[src/rtl/thiele_cpu.sv]
// Multi-cycle Thiele-machine sequencer: fetch/decode/execute with a 3-cycle
// memory transfer and req/ack handshakes to a logic engine and a Python bridge.
module thiele_cpu (
  input  logic        clk,
  input  logic        rst_n,
  input  logic [31:0] instr_data,
  output logic [31:0] pc,
  output logic [31:0] cert_addr,
  output logic [31:0] status,
  output logic [31:0] error_code,
  output logic [31:0] partition_ops,
  output logic [31:0] mdl_ops,
  output logic [31:0] info_gain,
  output logic [31:0] mu,
  output logic [31:0] mem_addr,
  output logic [31:0] mem_wdata,
  input  logic [31:0] mem_rdata,
  output logic        mem_we,
  output logic        mem_en,
  output logic        logic_req,
  output logic [31:0] logic_addr,
  input  logic        logic_ack,
  input  logic [31:0] logic_data,
  output logic        py_req,
  output logic [31:0] py_code_addr,
  input  logic        py_ack,
  input  logic [31:0] py_result
);

  // Opcode map shared with the toolchain's generated opcode table.
  localparam logic [7:0] OpPnew    = 8'h00;
  localparam logic [7:0] OpPsplit  = 8'h01;
  localparam logic [7:0] OpPmerge  = 8'h02;
  localparam logic [7:0] OpLassert = 8'h03;
  localparam logic [7:0] OpMdlacc  = 8'h05;
  localparam logic [7:0] OpXfer    = 8'h07;
  localparam logic [7:0] OpPyexec  = 8'h08;
  localparam logic [7:0] OpEmit    = 8'h0E;
  localparam logic [7:0] OpHalt    = 8'hFF;

  typedef enum logic [3:0] {
    StFetch    = 4'd0,
    StDecode   = 4'd1,
    StExecute  = 4'd2,
    StMemory   = 4'd3,
    StLogic    = 4'd4,
    StPython   = 4'd5,
    StComplete = 4'd6
  } state_e;

  // state and opcode keep these exact names so benches can probe them.
  state_e      state;
  state_e      w_state_next;
  logic [7:0]  opcode;

  logic [31:0] r_instr;
  logic [7:0]  r_a;
  logic [7:0]  r_b;
  logic [7:0]  r_cost;
  logic [1:0]  r_mem_phase;
  logic [31:0] r_mem_data;
  // Set after the first wait cycle so a stale ack is never taken on entry.
  logic        r_req_seen;

  logic [31:0] r_pc, r_cert_addr, r_status, r_error_code;
  logic [31:0] r_partition_ops, r_mdl_ops, r_info_gain, r_mu;
  logic [31:0] w_ab;

  assign w_ab          = {16'h0, r_a, r_b};
  assign pc            = r_pc;
  assign cert_addr     = r_cert_addr;
  assign status        = r_status;
  assign error_code    = r_error_code;
  assign partition_ops = r_partition_ops;
  assign mdl_ops       = r_mdl_ops;
  assign info_gain     = r_info_gain;
  assign mu            = r_mu;

  // State register.
  always_ff @(posedge clk or negedge rst_n) begin
    if (!rst_n) state <= StFetch;
    else        state <= w_state_next;
  end

  // Next-state decode plus memory and handshake outputs.
  always_comb begin
    w_state_next = state;
    mem_en       = 1'b0;
    mem_we       = 1'b0;
    mem_addr     = '0;
    mem_wdata    = '0;
    logic_req    = 1'b0;
    logic_addr   = '0;
    py_req       = 1'b0;
    py_code_addr = '0;
    case (state)
      StFetch:  w_state_next = StDecode;
      StDecode: w_state_next = StExecute;
      StExecute: begin
        case (opcode)
          OpXfer:    w_state_next = StMemory;
          OpLassert: w_state_next = StLogic;
          OpPyexec:  w_state_next = StPython;
          OpHalt:    w_state_next = StExecute;
          default:   w_state_next = StComplete;
        endcase
      end
      StMemory: begin
        if (r_mem_phase == 2'd0) begin
          mem_en   = 1'b1;
          mem_addr = {24'h0, r_a};
        end else if (r_mem_phase == 2'd2) begin
          mem_en       = 1'b1;
          mem_we       = 1'b1;
          mem_addr     = {24'h0, r_b};
          mem_wdata    = r_mem_data;
          w_state_next = StComplete;
        end
      end
      StLogic: begin
        logic_req  = 1'b1;
        logic_addr = w_ab;
        if (r_req_seen && logic_ack) w_state_next = StComplete;
      end
      StPython: begin
        py_req       = 1'b1;
        py_code_addr = w_ab;
        if (r_req_seen && py_ack) w_state_next = StComplete;
      end
      StComplete: w_state_next = StFetch;
      default:    w_state_next = StFetch;
    endcase
  end

  // Instruction latch, operand fields and architectural register updates.
  always_ff @(posedge clk or negedge rst_n) begin
    if (!rst_n) begin
      opcode          <= '0;
      r_instr         <= '0;
      r_a             <= '0;
      r_b             <= '0;
      r_cost          <= '0;
      r_mem_phase     <= '0;
      r_mem_data      <= '0;
      r_req_seen      <= 1'b0;
      r_pc            <= '0;
      r_cert_addr     <= '0;
      r_status        <= '0;
      r_error_code    <= '0;
      r_partition_ops <= '0;
      r_mdl_ops       <= '0;
      r_info_gain     <= '0;
      r_mu            <= '0;
    end else begin
      case (state)
        StFetch: r_instr <= instr_data;
        StDecode: begin
          opcode <= r_instr[31:24];
          r_a    <= r_instr[23:16];
          r_b    <= r_instr[15:8];
          r_cost <= r_instr[7:0];
        end
        StExecute: begin
          case (opcode)
            OpPnew, OpPsplit, OpPmerge: r_partition_ops <= r_partition_ops + 32'd1;
            OpMdlacc: r_mdl_ops <= r_mdl_ops + 32'd1;
            OpEmit: begin
              r_info_gain <= r_info_gain + {24'h0, r_b};
              r_cert_addr <= w_ab;
            end
            OpHalt:  r_status[0] <= 1'b1;
            default: ;
          endcase
        end
        StMemory: begin
          if (r_mem_phase == 2'd1) r_mem_data <= mem_rdata;
          r_mem_phase <= (r_mem_phase == 2'd2) ? 2'd0 : r_mem_phase + 2'd1;
        end
        StLogic: begin
          if (r_req_seen && logic_ack) begin
            r_info_gain <= r_info_gain + logic_data;
            r_req_seen  <= 1'b0;
          end else begin
            r_req_seen <= 1'b1;
          end
        end
        StPython: begin
          if (r_req_seen && py_ack) begin
            r_req_seen <= 1'b0;
            // A nonzero bridge result is recorded but does not stop execution.
            if (py_result != 32'd0) begin
              r_error_code <= py_result;
              r_status[1]  <= 1'b1;
            end
          end else begin
            r_req_seen <= 1'b1;
          end
        end
        StComplete: begin
          r_mu <= r_mu + {24'h0, r_cost};
          r_pc <= r_pc + 32'd4;
        end
        default: ;
      endcase
    end
  end

endmodule

[config.mk]
export PLATFORM = sky130hd
export DESIGN_NAME = thiele_cpu
export DESIGN_NICKNAME = d
export VERILOG_FILES = /design/src/rtl/thiele_cpu.sv
export SDC_FILE = /design/constraint.sdc
export NUM_CORES = 1
export LEC_CHECK = 0
export CAP_MARGIN = 20
export CORE_AREA = 2 2 204 206
export DETAILED_ROUTE_END_ITERATION = 12
export DIE_AREA = 0 0 206 208
export DONT_BUFFER_PORTS = 1
export GPL_TIMING_DRIVEN = 0
export PLACE_DENSITY = 0.63
export SETUP_SLACK_MARGIN = 0.15
export SKIP_CTS_REPAIR_TIMING = 1
export SYNTH_ARGS = -nofsm -noshare
export SYNTH_HDL_FRONTEND = slang
export SYNTH_SLANG_ARGS = --single-unit
[constraint.sdc]
create_clock -name clk -period 5 [get_ports clk]
set_input_delay 0.75 -clock clk [delete_from_list [all_inputs] [get_ports clk]]
set_output_delay 0.75 -clock clk [all_outputs]
set_load 0.03 [all_outputs]
Yosys cells after proc, flatten, opt, wreduce, memory -nomap -nowiden
Cells that the tools add are included.
{ "word_totals": {"ff_bits": 313, "in_bits": 132, "output_inout_bits": 388} }
{ "op_classes": {"add_sub_neg": 7, "eq_ne": 21, "mux": 28, "n_reduce_logical": 17} }
{ "ops": {"columns": ["cell", "count"], "rows": [
  ["2-to-1 mux 32 bit", 5],
  ["adder 32 x 1 -> 32 bit (second input constant)", 2],
  ["adder 32 x 8 -> 32 bit", 2],
  ["one-hot mux 32 bit (2 select lines)", 1],
  ["adder 32 x 3 -> 32 bit (second input constant)", 1],
  ["adder 32 bit", 1],
  ["2-to-1 mux 16 bit", 2],
  ["nonzero test 32 bit", 1],
  ["2-to-1 mux 8 bit", 3],
  ["one-hot mux 4 bit (6 select lines)", 1],
  ["== test 8 x 2 -> 1 bit (second input constant)", 2],
  ["== test 8 x 3 -> 1 bit (second input constant)", 2],
  ["== test 8 x 4 -> 1 bit (second input constant)", 2],
  ["2-to-1 mux 4 bit", 4],
  ["== test 4 x 3 -> 1 bit (second input constant)", 3],
  ["one-hot mux 3 bit (4 select lines)", 1],
  ["AND reduction 2 bit", 5],
  ["2-to-1 mux 1 bit", 9],
  ["== test 4 x 2 -> 1 bit (second input constant)", 2],
  ["== test 8 x 1 -> 1 bit (second input constant)", 1],
  ["== test 8 bit (second input constant)", 1],
  ["zero test 8 bit", 1],
  ["!= test 2 bit (second input constant)", 4],
  ["AND reduction 3 bit", 2],
  ["other kinds (13)", 15]
]} }

Logic depth before layout (Yosys ltp)
Gate-level depths: netlist of the first run.
{ "depth": {"word_depth": 4, "ltp_mapped": 17} }

Worst setup path after synthesis of the first run
OpenSTA, ideal clock, no wires.
{ "synth_path": {"path_type": "register to register", "start": "reg state[1]", "end": "reg r_info_gain[30] (netlist: info_gain[30])", "setup_time_ns": 0.083, "arrival_ns": 3.695, "t_required_ns": 4.917, "slack_ns": 1.222, "path_stages_with_launch": 18, "cell_sequence": "dfrtp_1 -> buf_2 -> nor2b_1 -> nor2b_1 -> clkbuf_1 -> clkbuf_1 -> mux2_2 -> ha_1 -> inv_1 -> fa_1 -> nor2b_1 -> o21bai_1 -> a2111oi_0 -> nor3_1 -> o31ai_1 -> a311oi_1 -> xor2_1 -> o21ai_0"} }
{ "synth_via": {"elab_chain_cells": 3} }
{ "synth_rtl": {"columns": ["item", "line_no", "text"], "rows": [
  ["start, declared", "52", "state_e state;"],
  ["start signal, assigned", "81", "if (!rst_n) state <= StFetch;"],
  ["start signal, assigned", "82", "else state <= w_state_next;"],
  ["== test 4 x 2 -> 1 bit / == test 4 x 3 -> 1 bit (equally long branches)", "155", "case (state)"],
  ["!= test 2 x 1 -> 1 bit (no source line) (tied with other cells)", null, null],
  ["AND reduction 3 bit (no source line)", null, null],
  ["end signal, assigned", "168", "r_info_gain <= r_info_gain + {24'h0, r_b};"],
  ["end signal, assigned", "181", "r_info_gain <= r_info_gain + logic_data;"],
  ["end, declared", "66", "logic [31:0] r_partition_ops, r_mdl_ops, r_info_gain, r_mu;"]
]} }
Several ways; a longest one is shown, not always the timed one.
A chain may end at the register's enable or synchronous reset.

Final worst setup path of the first run
{ "layout_path": {"start": "reg state[2]", "end": "reg r_info_gain[30] (netlist: info_gain[30])"} }
Same word-level chain as after synthesis.

==> results of run 1 <==
## placed cells by master, fill, tap and decap left out, types with 37 or more instances in the layout
master	Yosys	routed
sky130_fd_sc_hd__dfrtp_1	310	310
sky130_fd_sc_hd__and3_1	84	84
sky130_fd_sc_hd__clkbuf_16	0	37
sky130_fd_sc_hd__nor2_1	90	90
sky130_fd_sc_hd__xor2_1	73	73
sky130_fd_sc_hd__a21oi_1	54	54
sky130_fd_sc_hd__o21ai_0	39	39
sky130_fd_sc_hd__nand2_1	111	111
sky130_fd_sc_hd__ha_1	42	42
sky130_fd_sc_hd__clkbuf_1	46	51
sky130_fd_sc_hd__mux2_2	152	152
sky130_fd_sc_hd__and2_1	47	47
sky130_fd_sc_hd__xnor2_1	74	74
sky130_fd_sc_hd__buf_4	106	106
sky130_fd_sc_hd__conb_1	1	104
## layout make-up
type	count	area share (%)
flip-flops and latches	310	42.4
multi-input cells	1098	41.6
clock buffers	51	5.73
plain buffers	163	5.62
well taps	532	3.64
clock inverters	11	0.520
inverters	19	0.390
diodes	5	0.0684
repair buffers	1	0.0274
## flip-flops by register name (all words and copies together), names as in the netlist
name,flops
r_a,8
mu,32
error_code,32
mdl_ops,32
info_gain,32
r_instr,32
pc,30
opcode,8
cert_addr,16
r_mem_data,32
state,3
partition_ops,32
r_req_seen,1
r_cost,8
r_mem_phase,2
status,2
r_b,8
## kinds of logic (layout without fill, tap and decap cells)
group	count (synthesis)	count (layout)	synth area share, %
xor+xnor	147	147	8.02
other cells	1	109	0.0234
fa+ha+maj	44	44	3.52
simple gates	472	472	15.4
mux	164	164	11.4
compound gates	167	167	6.48
flops	310	310	48.3
buf+inv	182	245	6.84
## synth_stat cells (39+ instances only)
cell type	number
sky130_fd_sc_hd__dfrtp_1	310
sky130_fd_sc_hd__buf_4	106
sky130_fd_sc_hd__a21oi_1	54
sky130_fd_sc_hd__clkbuf_1	46
sky130_fd_sc_hd__and3_1	84
sky130_fd_sc_hd__nor2_1	90
sky130_fd_sc_hd__and2_1	47
sky130_fd_sc_hd__o21ai_0	39
sky130_fd_sc_hd__mux2_2	152
sky130_fd_sc_hd__nand2_1	111
sky130_fd_sc_hd__ha_1	42
sky130_fd_sc_hd__xor2_1	73
sky130_fd_sc_hd__xnor2_1	74
## stage by stage
| stage | hold WS, ns | TNS, ns | instance area, µm² | setup slack (ns) | utilization, % |
|---|---|---|---|---|---|
| after floorplan | 0.446 | 0 | 16400 | 1.22 | - |
| after global placement | 0.454 | -0.114 | 17100 | -0.0949 | 42.2 |
| after detailed placement | 0.460 | -0.303 | 17100 | -0.143 | 42.2 |
| after CTS | -0.123 | -0.363 | 18200 | -0.155 | 45.0 |
| after global routing | -0.131 | 0 | 18300 | 0.0670 | 45.1 |
| final | -0.0896 | 0 | 18300 | 0.482 | 45.1 |
## power breakdown
| part | internal (mW) | switching, mW | total, mW |
|---|---|---|---|
| clock | 1.51 | 1.06 | 2.57 |
| combinational | 1.52 | 1.98 | 3.50 |
| sequential | 3.26 | 1.41 | 4.67 |
| total | 6.29 | 4.44 | 10.7 |
## routing by layer
| metal | up-vias | track usage, % |
|---|---|---|
| met1 | 5529 | 24.2 |
| li1 | 5222 | - |
| met2 | 418 | 33.0 |
| met4 | 0 | 6.87 |
| met3 | 71 | 6.25 |
| met5 | - | 0 |
## worst paths after layout
kind / to / slack (ns) / cells past startpoint / from
worst max-delay path: info_gain[30] / 0.48 / 17 / state[2]
worst min-delay path: mdl_ops[30] / -0.09 / 0 / rst_n
worst max register to register: info_gain[30] / 0.48 / 17 / state[2]
worst min register to register: opcode[1] / 0.48 / 2 / r_instr[25]
max in group asynchronous: mu[0] / 4.29 / 0 / rst_n
min in group clk: r_instr[13] / 0.36 / 1 / instr_data[13]
## critical path: cells and delay by family, from the launching register on
family | cells | cell delay, ns
buffers and inverters | 4 | 0.90
multiplexers | 1 | 0.23
XOR/XNOR | 1 | 0.17
adder cells (fa/ha/maj) | 2 | 0.61
AND/OR/NAND/NOR | 4 | 0.80
AO/OA/AOI/OAI | 5 | 1.38
flip-flops | 1 | 0.34
==> results_tabular.tex, run 1 <==
\begin{tabular}{lr}
\hline
Metric & Value \\
\hline
\multicolumn{2}{l}{\textbf{Route}} \\
\quad WL met3 & 3500 µm \\
\quad Via count & 11200 \\
\quad Post-route DRC & 0 \\
\quad Detailed-route wire length per cell & 19.8 µm \\
\quad Post-DRT Antenna Nets & 0 \\
\quad Met2 layer wire length in the routed design & 21200 µm \\
\quad DR iter-0 viols & 582 \\
\quad Final wirelength & 43300 µm \\
\quad Highest layer used for signal routing & met4 \\
\quad Via-per-instance ratio & 5.13 \\
\quad M1 wire length & 17300 µm \\
\quad TritonRoute pass-1 iters & 5 \\
\multicolumn{2}{l}{\textbf{Cells and area}} \\
\quad Total number of nets in the final design & 1805 \\
\quad Seq. cell area & 7760 µm² \\
\quad Total area of multi-input combinational cells & 7600 µm² \\
\quad Filler cell count & 3849 \\
\quad Non-filler cells, final & 2190 \\
\quad Layout cell share with drive strength beyond 1 & 20.6\% \\
\quad Area added between synthesis and finish & 13.9\% \\
\multicolumn{2}{l}{\textbf{Floorplan}} \\
\quad Area of the die & 42800 µm² \\
\quad Starting density of the core & 39.6\% \\
\quad X dimension of the die & 206 µm \\
\quad Floorplan die height & 208 µm \\
\quad I/O pin count & 520 \\
\quad Core Region & 40600 µm² \\
\quad Std-Cell Rows & 74 \\
\multicolumn{2}{l}{\textbf{Synthesis}} \\
\quad Most used DFF post-synth & sky130\_fd\_sc\_hd\_\_dfrtp\_1 \\
\quad Main area contributors after synthesis & sky130\_fd\_sc\_hd\_\_dfrtp\_1 (48\%), sky130\_fd\_sc\_hd\_\_mux2\_2 (11\%), sky130\_fd\_sc\_hd\_\_buf\_4 (5.0\%) \\
\quad Ys async rst share & 100\% \\
\quad Post-synthesis cell type with the largest combined area & sky130\_fd\_sc\_hd\_\_dfrtp\_1 \\
\quad FF+latch count, synth & 310 \\
\quad Count of mapped cells out of synthesis & 1487 \\
\quad Number of distinct library cell variants in the gate-level netlist after synthesis & 65 \\
\quad Post-synthesis sequential area ratio & 48.3\% \\
\quad Avg Synthesized Cell Area & 10.8 µm² \\
\quad Top cell type's share of synthesized area & 48.3\% \\
\quad Yosys synthesis warning count & 30 \\
\quad EDFF count, synth & 0 \\
\quad Post-synthesis instance area & 16100 µm² \\
\multicolumn{2}{l}{\textbf{GRT}} \\
\quad Initial antenna violation count & 5 \\
\quad Via count of the first global-routing pass & 11200 \\
\quad All-layer global routing usage & 19.8\% \\
\quad First-pass GRT wire length & 66200 µm \\
\quad Total overflow reported by the global router & 0 \\
\quad Largest net degree at the start of global routing & 311 \\
\multicolumn{2}{l}{\textbf{Timing}} \\
\quad Final hold violation count & 102 \\
\quad Final Critical Period & 4.52 ns \\
\quad Maximum clock frequency & 0.221 GHz \\
\quad Worst hold slack & -0.0896 ns \\
\quad Worst slew margin relative to its limit & 31.9\% \\
\quad Slew of the pin with the lowest slew margin & 1.02 ns \\
\quad Slew Viols, Final & 0 \\
\quad RSZ-0062 raised after global routing & yes \\
\quad Worst clock skew & 0.0145 ns \\
\quad Final setup violating endpoints & 0 \\
\quad Final clock period utilization by the worst path & 90.4\% \\
\multicolumn{2}{l}{\textbf{Worst setup path}} \\
\quad Crit-path cells & buf\_2 > nor2b\_1 > nor2b\_1 > clkbuf\_2 > clkbuf\_2 > mux2\_2 > ha\_1 > inv\_1 > fa\_1 > nor2b\_1 > o21bai\_1 > a2111oi\_0 > nor3\_2 > o31ai\_2 > a311oi\_1 > xor2\_1 > o21ai\_0 \\
\quad Delay of the slowest cell on the worst path & 0.53 ns \\
\quad Arrival time at the worst endpoint & 4.97 ns \\
\quad Worst endpoint required time & 5.45 ns \\
\quad Top fanout value on the critical path & 10 \\
\quad Most frequent CP cell & sky130\_fd\_sc\_hd\_\_nor2b\_1 \\
\quad Crit path launch type & flip-flop \\
\quad Critical path start-end classification & reg2reg \\
\quad Critical Path Slowest Stage Cell & sky130\_fd\_sc\_hd\_\_a2111oi\_0 \\
\quad Type of destination of the critical path & flip-flop \\
\multicolumn{2}{l}{\textbf{Place}} \\
\quad Half-perimeter wire length of the detailed placement result & 32200 µm \\
\quad Final RePlAce weighted congestion & 0.894 \\
\quad Count of port buffers added during placement & 0 \\
\quad DP Cell Count & 2122 \\
\multicolumn{2}{l}{\textbf{Power}} \\
\quad Leak Pwr & 8.93 nW \\
\quad Peak supply drop & 0.000334 V \\
\quad Total power draw & 10.7 mW \\
\quad Cell Pwr Density & 587 nW/µm² \\
\multicolumn{2}{l}{\textbf{Clock tree}} \\
\quad TritonCTS Sinks & 310 \\
\quad CTS H-Tree Depth & 2 \\
\quad Clock tree from TritonCTS & done \\
\quad Number of buffers inserted during clock tree synthesis & 36 \\
\quad Clock root buffer & sky130\_fd\_sc\_hd\_\_clkbuf\_16 \\
\quad Max Root-Sink Buffers & 3 \\
\quad Clk\_lat worst skew & 0.54 ns \\
\quad Clock Pin Slew Worst Setup and Hold Paths & 0.06 ns \\
\multicolumn{2}{l}{\textbf{Hold path}} \\
\quad Worst hold path class & in2async \\
\multicolumn{2}{l}{\textbf{Run status}} \\
\quad Status & finished with violations \\
\quad Violated checks & hold timing \\
\multicolumn{2}{l}{\textbf{Job}} \\
\quad Max capacitance violation total & 0 \\
\hline
\end{tabular}
No activity file was read; power rests on OpenSTA's default activity.
==> run 2: changes to the inputs <==
- CORE_AREA: 2 2 204 206 -> 3 3 199 201
- CTS_BUF_LIST: not set -> sky130_fd_sc_hd__clkbuf_8
- DIE_AREA: 0 0 206 208 -> 0 0 202 204
- PLACE_DENSITY: 0.63 -> 0.65
==> results_tabular.tex, run 2 (synthesis gave the netlist of run 1 again) <==
\begin{tabular}{lr}
\hline
Metric & Value \\
\hline
\multicolumn{2}{l}{\textbf{GRT}} \\
\quad First-pass GRT wire length & 66300 µm (+0.22\%) \\
\quad Via count of the first global-routing pass & 11400 (+1.9\%) \\
\quad Largest net degree at the start of global routing & 311 (unchanged) \\
\quad Initial antenna violation count & 8 (+3) \\
\quad All-layer global routing usage & 20.3\% (+0.46 points) \\
\quad Total overflow reported by the global router & 0 (unchanged) \\
\multicolumn{2}{l}{\textbf{Worst setup path}} \\
\quad Top fanout value on the critical path & 10 (unchanged) \\
\quad Type of destination of the critical path & flip-flop \\
\quad Critical path start-end classification & reg2reg \\
\quad Crit path launch type & flip-flop \\
\quad Worst endpoint required time & 5.54 ns (+0.09 ns) \\
\quad Arrival time at the worst endpoint & 5.12 ns (+0.15 ns) \\
\multicolumn{2}{l}{\textbf{Run status}} \\
\quad Violated checks & hold timing \\
\quad Status & finished with violations \\
\multicolumn{2}{l}{\textbf{Clock tree}} \\
\quad Clk\_lat worst skew & 0.62 ns (+0.08 ns) \\
\quad TritonCTS Sinks & 310 (unchanged) \\
\quad Clock tree from TritonCTS & done \\
\quad Clock Pin Slew Worst Setup and Hold Paths & 0.06 ns (about the same) \\
\quad Max Root-Sink Buffers & 3 (unchanged) \\
\quad Clock root buffer & sky130\_fd\_sc\_hd\_\_clkbuf\_8 \\
\quad CTS H-Tree Depth & 2 (unchanged) \\
\quad Number of buffers inserted during clock tree synthesis & 54 (+50\%) \\
\multicolumn{2}{l}{\textbf{Route}} \\
\quad Post-route DRC & 0 (unchanged) \\
\quad Post-DRT Antenna Nets & 0 (unchanged) \\
\quad TritonRoute pass-1 iters & 5 (unchanged) \\
\quad Detailed-route wire length per cell & 19.6 µm (-0.75\%) \\
\quad DR iter-0 viols & 465 (-20\%) \\
\quad Via-per-instance ratio & 5.06 (-1.4\%) \\
\quad Final wirelength & 43300 µm (about the same) \\
\quad Via count & 11200 (-0.65\%) \\
\multicolumn{2}{l}{\textbf{Timing}} \\
\quad Slew of the pin with the lowest slew margin & 1.02 ns (-0.00229 ns) \\
\quad Final Critical Period & 4.59 ns (+0.0671 ns) \\
\quad Worst clock skew & 0.0241 ns (+0.00965 ns) \\
\quad Worst Setup Slack, final & 0.415 ns (-0.0671 ns) \\
\quad RSZ-0062 raised after global routing & no \\
\quad Final clock period utilization by the worst path & 91.7\% (+1.3 points) \\
\quad Final hold violation count & 217 (+110\%) \\
\quad Worst hold slack & -0.151 ns (-0.0610 ns) \\
\quad Worst slew margin relative to its limit & 31.6\% (-0.22 points) \\
\quad Maximum clock frequency & 0.218 GHz (-1.5\%) \\
\quad Final setup violating endpoints & 0 (unchanged) \\
\quad Slew Viols, Final & 0 (unchanged) \\
\multicolumn{2}{l}{\textbf{Cells and area}} \\
\quad Layout cell share with drive strength beyond 1 & 21.5\% (+0.85 points) \\
\quad Area added between synthesis and finish & 13.8\% (about the same) \\
\quad Finished layout cell area & 18300 µm² (about the same) \\
\quad Commonest non-fill, non-tap cell in the layout & sky130\_fd\_sc\_hd\_\_dfrtp\_1 \\
\quad Top library cells by usage in the layout, fill and taps aside & sky130\_fd\_sc\_hd\_\_dfrtp\_1 (310), sky130\_fd\_sc\_hd\_\_mux2\_2 (152), sky130\_fd\_sc\_hd\_\_nand2\_1 (111) \\
\quad Total number of nets in the final design & 1823 (+1.0\%) \\
\quad Filler cell count & 3517 (-8.6\%) \\
\multicolumn{2}{l}{\textbf{Power}} \\
\quad Peak supply drop & 0.000363 V (+8.7\%) \\
\quad Leak Pwr & 9.02 nW (+1.1\%) \\
\quad Cell Pwr Density & 582 nW/µm² (-0.89\%) \\
\quad Total power draw & 10.6 mW (-0.98\%) \\
\multicolumn{2}{l}{\textbf{Job}} \\
\quad Max capacitance violation total & 0 (unchanged) \\
\multicolumn{2}{l}{\textbf{Floorplan}} \\
\quad Std-Cell Rows & 71 (-4.1\%) \\
\quad Area of the die & 41200 µm² (-3.8\%) \\
\quad X dimension of the die & 202 µm (-1.9\%) \\
\quad Starting density of the core & 42.5\% (+2.9 points) \\
\quad I/O pin count & 520 (unchanged) \\
\quad Core Region & 37800 µm² (-6.9\%) \\
\quad Floorplan die height & 204 µm (-1.9\%) \\
\multicolumn{2}{l}{\textbf{Hold path}} \\
\quad Worst hold path class & in2async \\
\multicolumn{2}{l}{\textbf{Place}} \\
\quad Count of port buffers added during placement & 0 (unchanged) \\
\quad Worst slack after detailed placement & -0.126 ns (+0.0161 ns) \\
\quad Final RePlAce weighted congestion & 0.887 (-0.83\%) \\
\quad Half-perimeter wire length of the detailed placement result & 32500 µm (+0.95\%) \\
\quad Cell area after placement & 17100 µm² (-0.11\%) \\
\hline
\end{tabular}
[run 2: per-stage QoR]
stage / hold slack [ns] / utilization [%] / std cells / TNS (ns)
final: -0.151 / 48.4 / 2206 / 0
after global routing: -0.208 / 48.4 / 2205 / 0
after CTS: -0.234 / 48.4 / 2201 / -0.329
after detailed placement: 0.462 / 45.3 / 2102 / -0.236
after global placement: 0.453 / 45.2 / 2101 / -0.308
after floorplan: 0.446 / - / 1590 / 0
[run 2: critical path: stages, from the launching register on]
cell and delay (ns):
sky130_fd_sc_hd__dfrtp_1 0.34, sky130_fd_sc_hd__buf_2 0.19, sky130_fd_sc_hd__nor2b_1 0.25, sky130_fd_sc_hd__nor2b_1 0.16, sky130_fd_sc_hd__clkbuf_2 0.24, sky130_fd_sc_hd__buf_2 0.39, sky130_fd_sc_hd__mux2_2 0.23, sky130_fd_sc_hd__ha_1 0.19
sky130_fd_sc_hd__inv_1 0.07, sky130_fd_sc_hd__fa_1 0.40, sky130_fd_sc_hd__nor2b_1 0.22, sky130_fd_sc_hd__o21bai_1 0.11, sky130_fd_sc_hd__a2111oi_0 0.46, sky130_fd_sc_hd__nor3_1 0.21, sky130_fd_sc_hd__o31ai_1 0.53, sky130_fd_sc_hd__a311oi_1 0.20
sky130_fd_sc_hd__xor2_1 0.17, sky130_fd_sc_hd__o21ai_0 0.15
[run 2: metal layers]
layer / wire (µm) / global-route usage, % / part of all wire (%)
met2: 21400 / 34.5 / 50
met4: 1150 / 7.65 / 2.7
met3: 3400 / 6.16 / 7.9
met5: 21 / 0 / 0.049
met1: 17300 / 24.4 / 40
[run 2: worst paths after layout]
path | end | slack, ns | depth (start not counted) | startpoint
min reg2reg | r_cost[1] | 0.47 | 2 | r_instr[1]
max | info_gain[30] | 0.41 | 17 | state[2]
max in group asynchronous | r_cost[0] | 4.49 | 0 | rst_n
max reg2reg | info_gain[30] | 0.41 | 17 | state[2]
min in group clk | r_instr[2] | 0.28 | 1 | instr_data[2]
min | mdl_ops[31] | -0.15 | 0 | rst_n
[run 2: power breakdown]
group          switching, mW  internal [mW]  total [mW]
Sequential              1.40           3.26        4.66
Combinational           1.95           1.52        3.47
Clock                   1.08           1.42        2.50
[run 2: cell type report]
type                       instances  area, µm²  area share [%]
timing repair buffer               1       7.51          0.0411
clock inverter                    32        249            1.36
antenna                            5       12.5          0.0685
clock buffer                      67        922            5.05
inverter                          19       71.3           0.390
buffer                           163       1030            5.63
tap                              511        639            3.50
sequential                       310       7760            42.5
multi-input combinational       1098       7580            41.5
==> run 3: changes to the inputs <==
- PLACE_DENSITY: 0.65 -> 0.68
- clock period: 5 -> 3.7 ns (I/O delays scaled with it)
==> results_tabular.tex, run 3 (synthesis gave the netlist of run 1 again) <==
\begin{tabular}{lr}
\hline
Metric & Value \\
\hline
\multicolumn{2}{l}{\textbf{Power}} \\
\quad Power share of the clock group & 21.9\% (-1.6 points) \\
\quad Leak Pwr & 9.17 nW (+1.7\%) \\
\quad Switch Pwr & 6.24 mW (+41\%) \\
\quad Cell Pwr Density & 792 nW/µm² (+36\%) \\
\quad Internal power component & 8.61 mW (+39\%) \\
\quad Fraction of power consumed by sequential logic & 42.5\% (-1.3 points) \\
\quad Gate power share & 35.6\% (+2.9 points) \\
\quad Switching share of total power & 42.0\% (+0.33 points) \\
\quad Peak supply drop & 0.000482 V (+33\%) \\
\multicolumn{2}{l}{\textbf{Timing}} \\
\quad Worst hold slack & -0.376 ns (-0.225 ns) \\
\quad Setup TNS Final & 0 ns (unchanged) \\
\quad Final Critical Period & 3.52 ns (-1.06 ns) \\
\quad Maximum clock frequency & 0.284 GHz (+30\%) \\
\quad Final setup violating endpoints & 0 (unchanged) \\
\quad Slew of the pin with the lowest slew margin & 1.11 ns (+0.0925 ns) \\
\quad Slew Viols, Final & 0 (unchanged) \\
\quad Final hold violation count & 310 (+43\%) \\
\quad Worst clock skew & 0.0227 ns (-0.00143 ns) \\
\quad RSZ-0062 raised after global routing & yes \\
\quad Worst slew margin relative to its limit & 26.0\% (-5.6 points) \\
\quad Final clock period utilization by the worst path & 95.3\% (+3.6 points) \\
\multicolumn{2}{l}{\textbf{GRT}} \\
\quad Via count of the first global-routing pass & 11300 (-0.67\%) \\
\quad Largest net degree at the start of global routing & 311 (unchanged) \\
\quad Initial antenna violation count & 7 (-1) \\
\quad First-pass GRT wire length & 66400 µm (about the same) \\
\quad Total overflow reported by the global router & 0 (unchanged) \\
\quad All-layer global routing usage & 20.3\% (+0.025 points) \\
\multicolumn{2}{l}{\textbf{Route}} \\
\quad Detailed-route wire length per cell & 20.0 µm (+2.1\%) \\
\quad DR iter-0 viols & 638 (+37\%) \\
\quad Via-per-instance ratio & 5.17 (+2.1\%) \\
\quad Post-DRT Antenna Nets & 0 (unchanged) \\
\quad TritonRoute pass-1 iters & 5 (unchanged) \\
\quad Via count & 11500 (+2.8\%) \\
\quad Post-route DRC & 0 (unchanged) \\
\quad Final wirelength & 44500 µm (+2.9\%) \\
\multicolumn{2}{l}{\textbf{Floorplan}} \\
\quad Floorplan die height & 204 µm (unchanged) \\
\quad Core Region & 37800 µm² (unchanged) \\
\quad X dimension of the die & 202 µm (unchanged) \\
\quad Area of the die & 41200 µm² (unchanged) \\
\quad Std-Cell Rows & 71 (unchanged) \\
\quad I/O pin count & 520 (unchanged) \\
\quad Starting density of the core & 42.5\% (unchanged) \\
\multicolumn{2}{l}{\textbf{Clock tree}} \\
\quad TritonCTS Sinks & 310 (unchanged) \\
\quad Clock tree from TritonCTS & done \\
\quad Max Root-Sink Buffers & 3 (unchanged) \\
\quad Clock Pin Slew Worst Setup and Hold Paths & 0.06 ns (about the same) \\
\quad Clk\_lat worst skew & 0.63 ns (about the same) \\
\quad Number of buffers inserted during clock tree synthesis & 55 (+1.9\%) \\
\quad Clock root buffer & sky130\_fd\_sc\_hd\_\_clkbuf\_8 \\
\quad CTS H-Tree Depth & 2 (unchanged) \\
\multicolumn{2}{l}{\textbf{Worst setup path}} \\
\quad Type of destination of the critical path & flip-flop \\
\quad Critical path start-end classification & reg2reg \\
\quad Crit path launch type & flip-flop \\
\quad WP buf/inv & 4 (unchanged) \\
\quad Largest delay contributor family on the critical path & compound AO/OA/AOI/OAI gates \\
\quad Critical Path Slowest Stage Cell & sky130\_fd\_sc\_hd\_\_a2111oi\_4 \\
\quad Worst endpoint required time & 4.23 ns (-1.31 ns) \\
\quad Crit-path cells & buf\_6 > nor2b\_4 > nor2b\_4 > buf\_8 > clkbuf\_16 > mux2\_4 > ha\_4 > inv\_1 > fa\_2 > nor2b\_4 > o21bai\_4 > a2111oi\_4 > nor3\_4 > o31ai\_4 > a311oi\_1 > xor2\_1 > o21ai\_0 \\
\quad Top fanout value on the critical path & 8 (-2) \\
\quad Arrival time at the worst endpoint & 4.06 ns (-1.06 ns) \\
\quad Most frequent CP cell & sky130\_fd\_sc\_hd\_\_nor2b\_4 \\
\quad Delay of the slowest cell on the worst path & 0.44 ns (-0.09 ns) \\
\multicolumn{2}{l}{\textbf{Place}} \\
\quad Half-perimeter wire length of the detailed placement result & 32600 µm (+0.59\%) \\
\quad Count of port buffers added during placement & 0 (unchanged) \\
\quad Final RePlAce weighted congestion & 0.913 (+2.9\%) \\
\multicolumn{2}{l}{\textbf{Cells and area}} \\
\quad Commonest non-fill, non-tap cell in the layout & sky130\_fd\_sc\_hd\_\_dfrtp\_1 \\
\quad Layout cell share with drive strength beyond 1 & 26.1\% (+4.6 points) \\
\quad Area added between synthesis and finish & 16.9\% \\
\quad Top library cells by usage in the layout, fill and taps aside & sky130\_fd\_sc\_hd\_\_dfrtp\_1 (310), sky130\_fd\_sc\_hd\_\_mux2\_2 (149), sky130\_fd\_sc\_hd\_\_buf\_4 (127) \\
\quad Total number of nets in the final design & 1844 (+1.2\%) \\
\multicolumn{2}{l}{\textbf{Hold path}} \\
\quad Worst hold path class & in2async \\
\multicolumn{2}{l}{\textbf{Run status}} \\
\quad Status & finished with violations \\
\quad Violated checks & hold timing \\
\multicolumn{2}{l}{\textbf{Job}} \\
\quad Max capacitance violation total & 0 (unchanged) \\
\hline
\end{tabular}
run 3: cell count changes in the layout (fill, tap and decap cells not counted), moves of 5 or more:
cell	delta
sky130_fd_sc_hd__o21ai_0	-7
sky130_fd_sc_hd__o21ai_1	+5
sky130_fd_sc_hd__clkbuf_2	+8
sky130_fd_sc_hd__clkbuf_1	-14
sky130_fd_sc_hd__buf_4	+20
sky130_fd_sc_hd__clkbuf_8	+6
sky130_fd_sc_hd__a211oi_1	-5
sky130_fd_sc_hd__and3_2	+12
sky130_fd_sc_hd__and3_1	-12
sky130_fd_sc_hd__ha_4	+5
sky130_fd_sc_hd__ha_1	-8
run 3: worst register-to-register path: stages, from the launching register on:
cell and delay, ns:
sky130_fd_sc_hd__dfrtp_1 0.39, sky130_fd_sc_hd__buf_6 0.14, sky130_fd_sc_hd__nor2b_4 0.13, sky130_fd_sc_hd__nor2b_4 0.12, sky130_fd_sc_hd__buf_8 0.15, sky130_fd_sc_hd__clkbuf_16 0.16, sky130_fd_sc_hd__mux2_4 0.21, sky130_fd_sc_hd__ha_4 0.13
sky130_fd_sc_hd__inv_1 0.07, sky130_fd_sc_hd__fa_2 0.40, sky130_fd_sc_hd__nor2b_4 0.19, sky130_fd_sc_hd__o21bai_4 0.09, sky130_fd_sc_hd__a2111oi_4 0.44, sky130_fd_sc_hd__nor3_4 0.10, sky130_fd_sc_hd__o31ai_4 0.28, sky130_fd_sc_hd__a311oi_1 0.15
sky130_fd_sc_hd__xor2_1 0.16, sky130_fd_sc_hd__o21ai_0 0.15
run 3: power by group through the flow:
stage / logic, mW / registers (mW) / clock network (mW)
6_report: 5.29 / 6.32 / 3.25
5_1_grt: 5.81 / 6.46 / 3.49
4_1_cts: 4.75 / 6.32 / 3.35
3_5_place_dp: 4.73 / 6.38 / 0
3_3_place_gp: 4.60 / 6.33 / 0
2_1_floorplan: 3.85 / 5.90 / 0
run 3: per-layer routing:
metal	wire length (µm)	global-route usage, %	vias up	part of all wire [%]
li1	-	-	5296	-
met1	17700	24.7	5653	40
met2	21700	33.9	444	49
met3	3600	5.99	91	8.1
met4	1530	8.62	0	3.4
met5	0	0	-	0
run 3: area by class of cell:
class	count	area [µm²]
timing repair buffer	22	180
fill	3449	19000
clock buffer	73	1000
antenna	6	15.0
sequential	310	7760
inverter	19	71.3
buffer	162	1090
clock inverter	22	125
tap	511	639
multi-input combinational	1098	7880
run 3: worst paths after layout:
check	from	to	slack, ns	depth (start not counted)
worst max-delay path	state[2]	info_gain[30]	0.18	17
worst min-delay path	rst_n	mdl_ops[31]	-0.38	0
worst max register to register	state[2]	info_gain[30]	0.18	17
worst min register to register	r_instr[1]	r_cost[1]	0.48	2
max in group asynchronous	rst_n	cert_addr[4]	3.16	0
min in group clk	instr_data[20]	r_instr[20]	0.08	1
run 3: stage by stage:
step	util (%)	cells	instance area, µm²	total power, mW	worst slack [ns]
after detailed placement	45.3	2102	17100	11.1	-0.839
after floorplan	-	1590	16500	9.75	0.208
after CTS	48.3	2197	18200	14.4	-0.858
final	49.7	2223	18800	14.9	0.175
after global placement	45.3	2101	17100	10.9	-0.868
after global routing	49.7	2222	18800	15.8	0.0221
